<file path="config.mk">
export PLATFORM = sky130hd
export DESIGN_NAME = pc_gen_unit
export DESIGN_NICKNAME = d
export VERILOG_FILES = /design/src/rtl/pc_gen_unit.sv
export SDC_FILE = /design/constraint.sdc
export NUM_CORES = 1
export LEC_CHECK = 0
export BUFFER_PORTS_ARGS = -buffer_cell sky130_fd_sc_hd__buf_2
export CAP_MARGIN = 30
export CELL_PAD_IN_SITES_DETAIL_PLACEMENT = 1
export CELL_PAD_IN_SITES_GLOBAL_PLACEMENT = 1
export CORE_ASPECT_RATIO = 1.25
export CORE_MARGIN = 1.5
export CORE_UTILIZATION = 39
export DETAILED_ROUTE_END_ITERATION = 10
export PLACE_DENSITY_LB_ADDON = 0.2
export SKIP_LAST_GASP = 1
export SLEW_MARGIN = 20
export SYNTH_ARGS = -nofsm -noshare
export SYNTH_HDL_FRONTEND = slang
export SYNTH_SLANG_ARGS = --single-unit
</file>
<file path="constraint.sdc">
create_clock -name clk_in -period 4.85 [get_ports clk_in]
set_clock_uncertainty 0.15 [all_clocks]
set_input_delay 0.2425 -clock clk_in [delete_from_list [all_inputs] [get_ports clk_in]]
set_output_delay 0.2425 -clock clk_in [all_outputs]
set_load 0.1 [all_outputs]
</file>
<file path="src/rtl/pc_gen_unit.sv">
// Fetch-stage program-counter generator: registered fetch address with
// trap > mret > branch redirect priority and one stored redirect across AHB stalls.
module pc_gen_unit #(
   parameter int unsigned     XLEN      = 32,
   parameter logic [XLEN-1:0] BOOT_ADDR = '0,
   parameter int unsigned     IALIGN    = 32
) (
   input  logic            clk_in,
   input  logic            rst_n_in,
   input  logic            ahb_ready_in,
   input  logic            stall_in,
   input  logic            trap_valid_in,
   input  logic [XLEN-1:0] trap_addr_in,
   input  logic            mret_valid_in,
   input  logic [XLEN-1:0] epc_in,
   input  logic            branch_taken_in,
   input  logic [XLEN-1:0] branch_addr_in,
   output logic [XLEN-1:0] iaddr_out,
   output logic [XLEN-1:0] pc_out,
   output logic [XLEN-1:0] pc_plus4_out,
   output logic            mis_instr_out,
   output logic            pending_out,
   output logic [1:0]      state_out
);

   localparam logic [1:0] ST_BOOT = 2'b00;
   localparam logic [1:0] ST_RUN  = 2'b01;
   localparam logic [1:0] ST_HOLD = 2'b10;

   localparam logic [1:0] PRIO_BRANCH = 2'd1;
   localparam logic [1:0] PRIO_MRET   = 2'd2;
   localparam logic [1:0] PRIO_TRAP   = 2'd3;

   localparam logic            IALIGN_32  = (IALIGN == 32);
   localparam logic [XLEN-1:0] HALF_MASK  = {{(XLEN-1){1'b1}}, 1'b0};
   localparam logic [XLEN-1:0] ALIGN_MASK = {{(XLEN-2){1'b1}}, ~IALIGN_32, 1'b0};
   localparam logic [XLEN-1:0] FOUR       = {{(XLEN-3){1'b0}}, 3'b100};

   logic [XLEN-1:0] iaddr_q, iaddr_d;
   logic [XLEN-1:0] pc_q, pc_d;
   logic [XLEN-1:0] pend_addr_q, pend_addr_d;
   logic [1:0]      pend_prio_q, pend_prio_d;
   logic            pend_q, pend_d;
   logic            mis_q, mis_d;
   logic [1:0]      state_q, state_d;

   logic            accept;
   logic            br_mis;
   logic            rd_valid;
   logic [1:0]      rd_prio;
   logic [XLEN-1:0] rd_addr;
   logic            rd_wins;
   logic [XLEN-1:0] next_addr;
   logic [XLEN-1:0] plus4;

   assign accept = ahb_ready_in & ~stall_in;
   assign plus4  = iaddr_q + FOUR;
   assign br_mis = IALIGN_32 & branch_addr_in[1];

   // NOTE: every always_comb output gets a default first, so no path can infer a latch.
   always_comb begin
      rd_valid = 1'b0;
      rd_prio  = 2'd0;
      rd_addr  = '0;
      if (trap_valid_in) begin
         rd_valid = 1'b1;
         rd_prio  = PRIO_TRAP;
         rd_addr  = trap_addr_in & ALIGN_MASK;
      end else if (mret_valid_in) begin
         rd_valid = 1'b1;
         rd_prio  = PRIO_MRET;
         rd_addr  = epc_in & ALIGN_MASK;
      end else if (branch_taken_in && !br_mis) begin
         rd_valid = 1'b1;
         rd_prio  = PRIO_BRANCH;
         rd_addr  = branch_addr_in & HALF_MASK;
      end
   end

   // A stored redirect yields only to a fresh one of equal or higher priority.
   assign rd_wins   = rd_valid & (~pend_q | (rd_prio >= pend_prio_q));
   assign next_addr = rd_wins ? rd_addr : (pend_q ? pend_addr_q : plus4);

   always_comb begin
      iaddr_d     = iaddr_q;
      pc_d        = pc_q;
      pend_d      = pend_q;
      pend_addr_d = pend_addr_q;
      pend_prio_d = pend_prio_q;
      state_d     = state_q;
      mis_d       = branch_taken_in & br_mis;
      if (accept) begin
         pc_d    = iaddr_q;
         iaddr_d = next_addr;
         pend_d  = 1'b0;
         state_d = ST_RUN;
      end else if (rd_wins) begin
         pend_d      = 1'b1;
         pend_addr_d = rd_addr;
         pend_prio_d = rd_prio;
         state_d     = ST_HOLD;
      end
   end

   // NOTE: sequential state uses non-blocking assignments so all registers update together.
   always_ff @(posedge clk_in or negedge rst_n_in) begin
      if (!rst_n_in) begin
         iaddr_q     <= BOOT_ADDR;
         pc_q        <= BOOT_ADDR;
         pend_q      <= 1'b0;
         pend_addr_q <= '0;
         pend_prio_q <= 2'd0;
         mis_q       <= 1'b0;
         state_q     <= ST_BOOT;
      end else begin
         iaddr_q     <= iaddr_d;
         pc_q        <= pc_d;
         pend_q      <= pend_d;
         pend_addr_q <= pend_addr_d;
         pend_prio_q <= pend_prio_d;
         mis_q       <= mis_d;
         state_q     <= state_d;
      end
   end

   assign iaddr_out     = iaddr_q;
   assign pc_out        = pc_q;
   assign pc_plus4_out  = plus4;
   assign mis_instr_out = mis_q;
   assign pending_out   = pend_q;
   assign state_out     = state_q;

endmodule

</file>
==> metrics <==
status=finished clean; Leak=3.44 nW; critical path fanouts, max=9; max-slew violations=0; Async SR Flop Fraction=100%; reg-to-reg endpoint=pend_addr_q[29]; fin crit period=3440 ps; EDFF count, synth=0; DRT iter0 DRCs=341; Post-Syn Area per Cell=8.49 sq um; post-route ant nets=0; unrepaired setup endpoints after global routing=no; Total Die Area=0.0151 sq mm; GP Congestion=0.806; Overall Global Routing Usage=25.1%; sequential area share after synthesis=43.7%; clock slew at reported path FFs=60 ps; WHS Endpoint=mis_instr_out; DR vias=5577; routed wire length=18400 um; HP Class=in -> reg; DR WL/cell=18.3 um; number of global-route vias before repair=5635; htree depth=3; Critical Path AT=3040 ps; antenna violations before repair=0; unique cell type count in the Yosys netlist=62; Final Util=49.7%; final worst path period share=70.9%; CP Class=reg -> out; CTS tree=built; Tot Pwr=4.96 mW; CTS Buf Count=9; root buffer cell=clkbuf_16; die height=137 um; Vias/cell=5.57; Reg2Reg Setup Slack=1890 ps; Hold WS=5.76 ps; Top FF cell, synth=dfrtp_1; met3 WL=883 um; worst slew pin tran=862 ps; drt drc=0; Worst Reg2Reg Path Length in Cells=8; ant diodes=0; Synth Warn #=0; worst reg2reg startpoint=pend_prio_q[0]; IO Pins=203; share of post-route cells with drive strength above 1=29.2%; setup TNS=0 ps; remaining global-route overflow=0; Hold Path Depth=2; postcts setup bufs=0; FF+latch count, synth=98; CP Capture Type=output pin; post_cts resized=0; CP Data Required Time=4460 ps; Post-CTS Hold Buffers=1; DR WL met2=9170 um; initial core utilization=40.2%; DP Wirelength=13300 um; Clk Latency, worst-skew pair=350 ps; Pwr Density=716 mW/mm^2; fmax=291 MHz; Hold Crit Start=branch_taken_in; layout net count=927; WL met1=8130 um; Setup crit start kind=flip-flop; largest net degree at the start of global routing=53; max_cap viols=0; DIE WIDTH=110 um; final setup violation count=0; Rows=48; Max VDD drop=413 uV; Port Buf Inserts=194; Hold Vio Cnt, Final=0; highest routed layer=met4; Clock Sinks=98; headroom to the max-slew limit=42.3%; area growth from synthesis to layout=23.5%; first-pass GRT wire length=29100 um; core area=0.0139 sq mm; Max Root-Sink Buffers=2; Mapped Area=0.00561 sq mm; Syn Inst Count=660; First-pass DRT Iterations=6
final cells by class:
| type | instances | area, sq um |
|---|---|---|
| inverters | 10 | 37.5 |
| clock inverters | 4 | 50.0 |
| fillers | 1750 | 7010 |
| multi-input cells | 496 | 2830 |
| well taps | 175 | 219 |
| flip-flops and latches | 98 | 2450 |
| repair buffers | 206 | 1080 |
| clock buffers | 12 | 256 |
layout by cell type, fill, tap and decap left out, types with 11 or more instances in the layout:
| cell | instances |
|---|---|
| dfrtp_1 | 98 |
| a21oi_1 | 33 |
| buf_2 | 193 |
| nor2_1 | 30 |
| buf_4 | 11 |
| xnor2_1 | 17 |
| o21ai_0 | 71 |
| nand2_1 | 166 |
| and3_1 | 11 |
| a31oi_1 | 16 |
| nand3_1 | 13 |
| a222oi_1 | 20 |
how the worst max path moves through the flow:
stage                        to          start
3_3_place_gp    pend_addr_q[19]  mret_valid_in
3_5_place_dp    pend_addr_q[25]  mret_valid_in
2_1_floorplan  pc_plus4_out[27]  iaddr_out[16]
6_report       pc_plus4_out[27]   iaddr_out[4]
4_1_cts        pc_plus4_out[26]   iaddr_out[3]
5_1_grt        pc_plus4_out[26]   iaddr_out[3]
stage by stage:
step	area (sq um)	setup slack, ps	instances
after global placement	6590	1370	983
after floorplan	5610	743	662
after detailed placement	6590	1270	983
final	6920	1410	1001
after global routing	6920	1240	1001
after CTS	6900	1430	1000
sequential cells by signal (all words and copies together), names as in the netlist:
register	cells
iaddr_out	31
mis_instr_out	1
pc_out	31
pend_addr_q	31
pend_prio_q	2
pending_out	1
state_out	1
synth_stat cells, drive strengths merged, types with 4 or more instances:
master / count / area share [%]
a31oi: 16 / 1.8
a222oi: 20 / 3.6
nand2: 166 / 11
clkbuf: 37 / 3.1
xor2: 10 / 1.6
and2: 5 / 0.56
nor2: 31 / 2.1
nand4: 4 / 0.45
xnor2: 17 / 2.7
or4: 4 / 0.54
a22oi: 10 / 1.3
o21ai: 71 / 6.3
and3: 15 / 1.8
mux2i: 10 / 1.8
buf: 20 / 2.3
nand3: 16 / 2.1
o211ai: 6 / 0.80
dfrtp: 98 / 44
a21oi: 33 / 2.9
inv: 10 / 0.67
nor2b: 6 / 0.67
nor3: 9 / 1.2
worst max-delay path, cell delays in order, from the launching register on:
cell and delay, ps:
dfrtp_1 540, and3_1 400, nand3_4 180, nor3_2 600
and4_1 350, xor2_1 160, buf_2 450
kinds of logic after synthesis:
group | share of synthesized area (%)
AND/OR/NAND/NOR | 23.1
other | 0.0669
flip-flops | 43.7
XOR/XNOR | 4.22
AO/OA/AOI/OAI | 19.6
multiplexers | 2.39
adder cells (fa/ha/maj) | 0.670
buffers and inverters | 6.27
layer usage:
layer,up-vias,track usage (%)
met5,-,0
met4,0,6.34
met3,14,3.43
met2,165,42.9
met1,2761,33.4
li1,2637,-
power breakdown:
part           leakage, nW  internal [mW]  switching, mW
clock                0.145          0.428          0.313
sequential            1.23           1.07          0.279
combinational         2.07          0.473           2.40
total                 3.44           1.97           2.99
(Power assumes the default switching activity.)
